--- src/rtl/foc_sample_issuer_if.sv ---
// foc_sample_issuer_if: ADC and core handshake bundle for the FOC sample issuer
//   master (issuer): drives adc_start, angle_out, curr*_out, valid;
//                    samples adc_done, adc_a/b/c, ready
//   slave (ADC+core): the mirror image
interface foc_sample_issuer_if #(
    parameter int D_WIDTH   = 19,
    parameter int ADC_WIDTH = 12
);
    logic                        adc_start;
    logic                        adc_done;
    logic        [ADC_WIDTH-1:0] adc_a;
    logic        [ADC_WIDTH-1:0] adc_b;
    logic        [ADC_WIDTH-1:0] adc_c;
    logic        [D_WIDTH-1:0]   angle_out;
    logic signed [D_WIDTH-1:0]   currA_out;
    logic signed [D_WIDTH-1:0]   currB_out;
    logic signed [D_WIDTH-1:0]   currC_out;
    logic signed [D_WIDTH-1:0]   currT_out;
    logic                        valid;
    logic                        ready;

    modport master (
        output adc_start, angle_out, currA_out, currB_out, currC_out, currT_out, valid,
        input  adc_done, adc_a, adc_b, adc_c, ready
    );

    modport slave (
        input  adc_start, angle_out, currA_out, currB_out, currC_out, currT_out, valid,
        output adc_done, adc_a, adc_b, adc_c, ready
    );
endinterface

--- src/rtl/foc_sample_issuer.sv ---
// foc_sample_issuer: period-timed ADC trigger and sample issuer for the FOC core
//   clk, rstb (async active-low)
//   enable, period_cycles : period timer control (0 period = stopped)
//   angle_in, target_in   : latched on each conversion start
//   bus (master)          : ADC start/done/codes, core valid/ready, latched outputs
//   overrun_cnt, adc_err, sum_err : saturating/sticky status, cleared by clear_flags
//   Optional phase-sum check enabled by defining FOC_SAMPLE_SUM_CHECK_EN.
module foc_sample_issuer #(
    parameter int D_WIDTH     = 19,
    parameter int Q_BITS      = 15,
    parameter int ADC_WIDTH   = 12,
    parameter int CNT_WIDTH   = 16,
    parameter int ADC_TIMEOUT = 64,
    parameter int SUM_TOL     = 1024
) (
    input  logic                       clk,
    input  logic                       rstb,
    input  logic                       enable,
    input  logic [CNT_WIDTH-1:0]       period_cycles,
    input  logic [D_WIDTH-1:0]         angle_in,
    input  logic signed [D_WIDTH-1:0]  target_in,
    foc_sample_issuer_if.master        bus,
    output logic [CNT_WIDTH-1:0]       overrun_cnt,
    output logic                       adc_err,
    output logic                       sum_err,
    input  logic                       clear_flags
);
    localparam int SH = Q_BITS - ADC_WIDTH + 1;
    localparam int TW = $clog2(ADC_TIMEOUT + 1);

    typedef enum logic [2:0] {IDLE, CONVERT, ISSUE, BUSY, WAIT_DONE} state_t;

    state_t                      state;
    logic        [CNT_WIDTH-1:0] tmr;
    logic        [TW-1:0]        tcnt;
    logic                        run;
    logic                        tick;
    logic                        sum_bad;
    logic signed [D_WIDTH-1:0]   ca;
    logic signed [D_WIDTH-1:0]   cb;
    logic signed [D_WIDTH-1:0]   cc;

    // Offset-binary to two's complement is an MSB flip; then sign-extend and scale to Q format.
    function automatic logic signed [D_WIDTH-1:0] conv(input logic [ADC_WIDTH-1:0] code);
        logic [ADC_WIDTH-1:0] c;
        c = {~code[ADC_WIDTH-1], code[ADC_WIDTH-2:0]};
        return {{(D_WIDTH-ADC_WIDTH){c[ADC_WIDTH-1]}}, c} << SH;
    endfunction

    assign ca   = conv(bus.adc_a);
    assign cb   = conv(bus.adc_b);
    assign cc   = conv(bus.adc_c);
    assign run  = enable && period_cycles != '0;
    // >= rather than == so a period shrunk below the running count still wraps at once.
    assign tick = run && tmr >= period_cycles - CNT_WIDTH'(1);

`ifdef FOC_SAMPLE_SUM_CHECK_EN
    logic signed [D_WIDTH+1:0] sum;
    logic signed [D_WIDTH+1:0] mag;

    assign sum     = {{2{ca[D_WIDTH-1]}}, ca} + {{2{cb[D_WIDTH-1]}}, cb} + {{2{cc[D_WIDTH-1]}}, cc};
    assign mag     = sum[D_WIDTH+1] ? -sum : sum;
    assign sum_bad = mag > (D_WIDTH+2)'(SUM_TOL);

    always_ff @(posedge clk or negedge rstb) begin
        if (!rstb)
            sum_err <= 1'b0;
        else if (state == CONVERT && bus.adc_done && sum_bad)
            sum_err <= 1'b1;
        else if (clear_flags)
            sum_err <= 1'b0;
    end
`else
    assign sum_bad = 1'b0;
    assign sum_err = 1'b0;
`endif

    always_ff @(posedge clk or negedge rstb) begin
        if (!rstb)
            tmr <= '0;
        else
            tmr <= (!run || tick) ? '0 : tmr + CNT_WIDTH'(1);
    end

    always_ff @(posedge clk or negedge rstb) begin
        if (!rstb) begin
            state         <= IDLE;
            tcnt          <= '0;
            overrun_cnt   <= '0;
            adc_err       <= 1'b0;
            bus.adc_start <= 1'b0;
            bus.valid     <= 1'b0;
            bus.angle_out <= '0;
            bus.currA_out <= '0;
            bus.currB_out <= '0;
            bus.currC_out <= '0;
            bus.currT_out <= '0;
        end else begin
            bus.adc_start <= 1'b0;
            bus.valid     <= 1'b0;
            // Clear beats a same-cycle overrun; a same-cycle timeout below still sets adc_err.
            if (clear_flags) begin
                overrun_cnt <= '0;
                adc_err     <= 1'b0;
            end else if (tick && state != IDLE && !(&overrun_cnt)) begin
                overrun_cnt <= overrun_cnt + CNT_WIDTH'(1);
            end
            case (state)
                IDLE: if (tick) begin
                    bus.adc_start <= 1'b1;
                    bus.angle_out <= angle_in;
                    bus.currT_out <= target_in;
                    tcnt          <= '0;
                    state         <= CONVERT;
                end
                CONVERT: begin
                    tcnt <= tcnt + TW'(1);
                    if (bus.adc_done) begin
                        bus.currA_out <= ca;
                        bus.currB_out <= cb;
                        bus.currC_out <= cc;
                        // Skip ISSUE when the core is already ready to hit one-clock issue latency.
                        if (sum_bad) begin
                            state <= IDLE;
                        end else if (bus.ready) begin
                            bus.valid <= 1'b1;
                            state     <= BUSY;
                        end else begin
                            state <= ISSUE;
                        end
                    end else if (tcnt == TW'(ADC_TIMEOUT - 1)) begin
                        adc_err <= 1'b1;
                        state   <= IDLE;
                    end
                end
                ISSUE: if (bus.ready) begin
                    bus.valid <= 1'b1;
                    state     <= BUSY;
                end
                BUSY: if (!bus.ready) state <= WAIT_DONE;
                WAIT_DONE: if (bus.ready) state <= IDLE;
                default: state <= IDLE;
            endcase
        end
    end
endmodule

--- src/flat_wrapper.sv ---
// flat-port wrapper written by rule: the top's interface ports become plain ports
module foc_sample_issuer_flat 
#(
    parameter int D_WIDTH     = 19,
    parameter int Q_BITS      = 15,
    parameter int ADC_WIDTH   = 12,
    parameter int CNT_WIDTH   = 16,
    parameter int ADC_TIMEOUT = 64,
    parameter int SUM_TOL     = 1024
)
  (clk, rstb, enable, period_cycles, angle_in, target_in, overrun_cnt, adc_err, sum_err, clear_flags, bus_adc_start, bus_angle_out, bus_currA_out, bus_currB_out, bus_currC_out, bus_currT_out, bus_valid, bus_adc_done, bus_adc_a, bus_adc_b, bus_adc_c, bus_ready);
  foc_sample_issuer_if #(.D_WIDTH(D_WIDTH), .ADC_WIDTH(ADC_WIDTH)) bus_i ();
  input  logic clk;
  input  logic rstb;
  input  logic enable;
  input  logic [CNT_WIDTH-1:0] period_cycles;
  input  logic [D_WIDTH-1:0] angle_in;
  input  logic signed [D_WIDTH-1:0] target_in;
  output logic [CNT_WIDTH-1:0] overrun_cnt;
  output logic adc_err;
  output logic sum_err;
  input  logic clear_flags;
  output wire logic [$bits(bus_i.adc_start)-1:0] bus_adc_start;
  output wire logic [$bits(bus_i.angle_out)-1:0] bus_angle_out;
  output wire logic [$bits(bus_i.currA_out)-1:0] bus_currA_out;
  output wire logic [$bits(bus_i.currB_out)-1:0] bus_currB_out;
  output wire logic [$bits(bus_i.currC_out)-1:0] bus_currC_out;
  output wire logic [$bits(bus_i.currT_out)-1:0] bus_currT_out;
  output wire logic [$bits(bus_i.valid)-1:0] bus_valid;
  input wire logic [$bits(bus_i.adc_done)-1:0] bus_adc_done;
  input wire logic [$bits(bus_i.adc_a)-1:0] bus_adc_a;
  input wire logic [$bits(bus_i.adc_b)-1:0] bus_adc_b;
  input wire logic [$bits(bus_i.adc_c)-1:0] bus_adc_c;
  input wire logic [$bits(bus_i.ready)-1:0] bus_ready;
  assign bus_adc_start = bus_i.adc_start;
  assign bus_angle_out = bus_i.angle_out;
  assign bus_currA_out = bus_i.currA_out;
  assign bus_currB_out = bus_i.currB_out;
  assign bus_currC_out = bus_i.currC_out;
  assign bus_currT_out = bus_i.currT_out;
  assign bus_valid = bus_i.valid;
  assign bus_i.adc_done = bus_adc_done;
  assign bus_i.adc_a = bus_adc_a;
  assign bus_i.adc_b = bus_adc_b;
  assign bus_i.adc_c = bus_adc_c;
  assign bus_i.ready = bus_ready;
  foc_sample_issuer #(.D_WIDTH(D_WIDTH), .Q_BITS(Q_BITS), .ADC_WIDTH(ADC_WIDTH), .CNT_WIDTH(CNT_WIDTH), .ADC_TIMEOUT(ADC_TIMEOUT), .SUM_TOL(SUM_TOL)) u_core (.clk(clk), .rstb(rstb), .enable(enable), .period_cycles(period_cycles), .angle_in(angle_in), .target_in(target_in), .bus(bus_i), .overrun_cnt(overrun_cnt), .adc_err(adc_err), .sum_err(sum_err), .clear_flags(clear_flags));
endmodule
--- config.mk ---
export PLATFORM = sky130hd
export DESIGN_NAME = foc_sample_issuer_flat
export DESIGN_NICKNAME = d
export VERILOG_FILES = /design/src/rtl/foc_sample_issuer_if.sv /design/src/rtl/foc_sample_issuer.sv /design/src/flat_wrapper.sv
export SDC_FILE = /design/constraint.sdc
export NUM_CORES = 1
export LEC_CHECK = 0
export BUFFER_PORTS_ARGS = -buffer_cell sky130_fd_sc_hd__buf_4
export CELL_PAD_IN_SITES_DETAIL_PLACEMENT = 1
export CELL_PAD_IN_SITES_GLOBAL_PLACEMENT = 1
export CORE_ASPECT_RATIO = 0.8
export CORE_MARGIN = 2
export CORE_UTILIZATION = 38
export CTS_BUF_LIST = sky130_fd_sc_hd__clkbuf_2
export CTS_CLUSTER_DIAMETER = 60
export DETAILED_ROUTE_END_ITERATION = 8
export PLACE_DENSITY_LB_ADDON = 0.1
export SLEW_MARGIN = 20
export SYNTH_ARGS = -nofsm -noshare
export SYNTH_HDL_FRONTEND = slang
export SYNTH_SLANG_ARGS = --single-unit
--- constraint.sdc ---
create_clock -name clk -period 2.8 [get_ports clk]
set_input_delay 0.42 -clock clk [delete_from_list [all_inputs] [get_ports clk]]
set_output_delay 0.42 -clock clk [all_outputs]
set_load 0.01 [all_outputs]
Word-level counts from Yosys, hierarchy flattened

Index checks and enable logic that the tools add are counted.

Bits in registers: 119
Bits in latches: 0
Bits in writable memories: 0
Memory bits (read-only): 0
Bits of input ports: 96
Word-level logic and storage cells: 69
Memories: 0

Add/sub/neg operators: 4
$mul: 0
Divide/modulo/power cells: 0
Magnitude comparators: 1
Equal/unequal tests: 10
Shifts and indexed selects: 0
Multiplexer cells: 22
Bitwise operators: 3
Reductions and logical operators: 17

Operator list:

| cell                                                                  | count |
|---|---|
| 16-bit two-way mux                                                    | 3 |
| 16-bit by 1-bit adder with 16-bit output, second input constant       | 2 |
| 3-bit two-way mux                                                     | 6 |
| 16-bit >= comparator                                                  | 1 |
| 16-bit AND reduction                                                  | 1 |
| 16-bit nonzero test                                                   | 1 |
| 16-bit by 1-bit subtractor with 16-bit output, second input constant  | 1 |
| 3-bit one-hot mux with 5 select lines                                 | 1 |
| 7-bit one-hot mux with 2 select lines                                 | 1 |
| 1-bit two-way mux                                                     | 9 |
| 7-bit by 1-bit adder with 7-bit output, second input constant         | 1 |
| 7-bit by 6-bit equality test with 1-bit output, second input constant | 1 |
| 7-bit two-way mux                                                     | 1 |
| 3-bit by 2-bit equality test with 1-bit output, second input constant | 2 |
| 2-bit != test, second input constant                                  | 3 |
| 2-bit AND reduction                                                   | 3 |
| 5-bit AND reduction                                                   | 1 |
| 1-bit logical AND                                                     | 4 |
| 2-bit nonzero test                                                    | 2 |
| 3-bit by 1-bit equality test with 1-bit output, second input constant | 1 |
| 3-bit equality test, second input constant                            | 1 |
| 3-bit logical NOT                                                     | 1 |
| 3-bit by 2-bit != test with 1-bit output, second input constant       | 1 |
| 1-bit inverter                                                        | 3 |
| other kinds (5)                                                       | 6 |

Depth between registers and ports, before layout

Word-level depth: 7
Depth in mapped cells: 15

Worst setup path before layout

OpenSTA, ideal clock, no wires.

Path type: input to register
From: in period_cycles[9]
To: reg u_core.overrun_cnt[12]
Library setup time: 125 ps
Data arrival time: 3268 ps
Data required time: 2675 ps
Path slack: -592 ps
Stages on the path: 13
Path buffers: 1
Cell sequence: nor4_1 > nand2b_1 > or2_2 > nor3_1 > xnor2_1 > ha_1 > and4_4 > o211ai_2 > o32a_1 > and2_4 > buf_6 > nor4_1 > mux2_2

Longest elaborated chain between the ends: 6

Ends and longest elaborated chain:

| item                                                                                 | RTL line                                         | source |
|---|---|---|
| start, declared                                                                      | flat_wrapper.sv:16                               | `input logic [CNT_WIDTH-1:0] period_cycles;` |
| 16-bit by 1-bit subtractor with 16-bit output or 16-bit nonzero test (tied branches) | foc_sample_issuer.sv:55, foc_sample_issuer.sv:53 |  |
| 16-bit >= comparator or 1-bit logical AND (tied branches)                            | foc_sample_issuer.sv:55, foc_sample_issuer.sv:53 |  |
| 1-bit logical AND (*)                                                                | foc_sample_issuer.sv:55                          | `assign tick = run && tmr >= period_cycles - CNT_WIDTH'(1);` |
| 1-bit logical AND (*) (2 in a row)                                                   | foc_sample_issuer.sv:105                         | `end else if (tick && state != IDLE && !(&overrun_cnt)) begin` |
| 2-bit nonzero test (no source line) (*)                                              | --                                               |  |
| end signal, assigned                                                                 | foc_sample_issuer.sv:106                         | `overrun_cnt <= overrun_cnt + CNT_WIDTH'(1);` |
| end, declared                                                                        | foc_sample_issuer.sv:23                          | `output logic [CNT_WIDTH-1:0] overrun_cnt,` |

Every way passes the cells marked *; elsewhere a longest branch is shown, timed or not.
A chain may end at the register's enable or synchronous reset.

Worst setup path after layout

From: in period_cycles[0]
To: reg u_core.overrun_cnt[0]

The elaborated chain is that of the path after synthesis.

==> flow_summary.ini <==
[run_status]
run_status = complete, no violations

[timing]
worst_hold_slack_ns = 0.2818
period_minus_slack_ns = 2.760
worstMarginPinSlew_ns = 0.7073
slew_viol_final = 0
grt_setup_unrepaired = yes
skew_ns = 0.03709
final_critical_path_setup_slack_ns = 0.03999
hold_violations = 0
min_period_over_period_pct = 98.57
setup_total_negative_slack_ns = 0
setup_viol = 0
relSlewSlack_pct = 52.85
achievable-frequency_mhz = 362.3

[global_routing]
number_of_global_route_vias_before_repair = 5845
globalRouteTotalUtil_pct = 23.94
global_route_wire_length_before_repair_um = 30230
global_route.usage.met1_pct = 29.08
met2_usage_pct = 42.25
use_met3_pct = 6.106
initial_antenna_violation_count = 2
grt-busiest-layer = met2
grt_start_max_net_pins = 56
global_route.overflow_total = 0

[routing]
drtIter0Drc = 258
wl_um = 19700
drt_pass1_iterations = 4
vias = 5514
detail-route-antenna-nets = 0
detail_route.wl_per_cell_um = 18.09
post-route-drc-count = 0
drt-vias-per-instance = 5.063

[synth]
synth_common_cells = 126 x nand2_1, 119 x dfrtp_1, 37 x mux2_2
synth_simple_gate_area_share_pct = 20.10
synth.area.mux_share_pct = 8.104
mappedNetlistArea_mm2 = 0.005821
synthCells = 576
synth.avg_cell_area_um2 = 10.11
synth_ff_type = dfrtp_1
yosys.area_share.adder_pct = 4.299
synth_compound_area_share_pct = 6.513
synth_top_family_by_area = simple AND/OR/NAND/NOR gates
postSynthRegisterBits = 119
synth.top_cells.by_area = dfrtp_1 51%, nand2_1 8.1%, mux2_2 7.2%, ha_1 4.3%, buf_4 3.0%
yosysTopAreaCell = dfrtp_1
sequential_to_total_area_share_from_yosys_stat_pct = 51.16
yosysUniqueCellTypes = 52
area_share_of_the_largest_cell_type_after_synthesis_pct = 51.16
post_synth_xor_area_fraction_pct = 4.063
synth_async_reset_ratio_pct = 100.0
ys.warnings.count = 0
synth_enable_flop_cells = 0
synth.most_common_cell = nand2_1

[die]
die_width_um = 142.4
placementRows = 40
fp.coreArea_mm2 = 0.01501
initial_core_util_pct = 38.77
i_o_pin_total = 211
die-area_mm2 = 0.01633
floorplan.die.height_um = 114.7

[clocking]
num_cts_buffers = 17
later_pin_clock_latency_in_the_skew_report_ns = 0.69
cts.clk_slew.worst_paths_ns = 0.20
cts_tree = yes
h-tree-depth = 4
cts.sink_count = 119
clock_root_buffer_master = clkbuf_2
clock_path_buffers = 2

[worst_setup_path]
worst_setup_path_start_kind = input port
path_class = input port to register
critPathCaptureType = register
timing.critical_path.required_ns = 3.43
critical_path_peak_fanout = 7
timing.critical_path.arrival_ns = 3.39

[pwr]
powerDensity_mw_per_mm2 = 605.6
p_leak_nw = 4.522
ir_drop_uv = 422.7

[placement]
port-buffer-count = 197
placedCellCount = 969
gp_congestion = 0.8139
detailed_place_hpwl_um = 12480
pre_cts_ws_ns = -0.6755

[min_path]
min_path_type = input port to asynchronous set/reset pin

[run]
drv.max_cap_violation_count = 0

[layout]
post_route_cells_drive_above_1_share_pct = 39.31
total_number_of_nets_in_the_final_design = 1001
final_cell_count_no_fill = 1089
utilization_pct = 59.52
area_growth_syn_to_layout_pct = 53.53
[worst max-delay path: stages]
cell and delay, ns:
buf_4 0.13, inv_4 0.06, ha_4 0.12, nor4b_4 0.29, nand2_2 0.17, nor3_4 0.22
xnor2_1 0.10, ha_1 0.30, and4_4 0.22, o211ai_2 0.08, o32a_1 0.42, and2_4 0.25
buf_4 0.17, or3_1 0.30, a21oi_1 0.15
[cells by family after synthesis]
family / after synthesis
buffers and inverters: 54
multiplexers: 42
AND/OR/NAND/NOR: 251
adder cells (fa/ha/maj): 20
other: 1
flip-flops: 119
AO/OA/AOI/OAI: 62
XOR/XNOR: 27
[per-layer routing]
layer / vias to the layer above / wire (um)
li1: 2560 / -
met1: 2757 / 8242
met2: 177 / 10070
met3: 20 / 1157
met4: 0 / 234
met5: - / 0
[cell type report]
type                    count  area (um^2)
inverters                  10        42.54
flip-flops and latches    119         2978
diodes                      2        5.005
multi-input cells         417         2775
fillers                  1665         6078
clock inverters            15        161.4
clock buffers              17        85.08
repair buffers            320         2653
well taps                 189        236.5
[cell usage in the layout (no fill, tap or decap), types with 5 or more instances in the layout]
cell,n
buf_4,238
o21ai_0,12
mux2_4,5
and3_1,8
nor3_1,6
nor2_1,34
inv_1,8
xor2_1,14
dfrtp_1,119
clkbuf_2,17
o31ai_1,7
mux2_2,36
ha_1,19
nand2_1,125
a21oi_1,16
dlygate4sd3_1,78
or3_1,7
or4_1,6
xnor2_1,13
nand4_1,7
conb_1,13
a21oi_2,6
nand3_1,21
[per-stage QoR]
| stage | cell area [um^2] | power [W] |
|---|---|---|
| after global routing | 8936 | 0.005750 |
| after floorplan | 5979 | 0.003189 |
| after global placement | 7716 | 0.003992 |
| after detailed placement | 7716 | 0.004099 |
| after CTS | 8743 | 0.005372 |
| final | 8936 | 0.005411 |
[worst paths after layout]
kind | from | to | slack, ns | depth (start not counted)
setup reg to reg | u_core.tmr[0] | u_core.bus.currT_out[4] | 0.12 | 9
hold reg to reg | u_core.bus.currC_out[10] | u_core.bus.currC_out[10] | 0.50 | 2
setup / recovery | period_cycles[0] | u_core.overrun_cnt[0] | 0.04 | 15
max in group asynchronous | rstb | u_core.tmr[9] | 1.71 | 3
min in group clk | enable | u_core.tmr[1] | 0.32 | 4
hold / removal | rstb | u_core.overrun_cnt[10] | 0.28 | 2
[timing repair]
item	in CTS	in global routing
gates resized for setup	0	27
setup buffers	0	5
hold buffers	78	0
endpoints found under the setup margin	0	61
endpoints found under the hold margin	140	0
[report_power, final]
group / internal [W] / switching (W) / total [W] / leakage [nW]
combinational: 0.000910 / 0.000999 / 0.00191 / 2.80
clock: 0.000484 / 0.000701 / 0.00118 / 0.142
sequential: 0.00206 / 0.000263 / 0.00232 / 1.58
[registers in the layout (all words and copies together), names as in the netlist]
| signal | count |
|---|---|
| u_core.tcnt | 7 |
| u_core.bus.currA_out | 12 |
| u_core.bus.valid | 1 |
| u_core.bus.adc_start | 1 |
| u_core.bus.angle_out | 19 |
| u_core.tmr | 16 |
| u_core.overrun_cnt | 16 |
| u_core.bus.currB_out | 12 |
| u_core.adc_err | 1 |
| u_core.bus.currC_out | 12 |
| u_core.state | 3 |
| u_core.bus.currT_out | 19 |
Note: power is estimated with default switching activity, not from simulation.
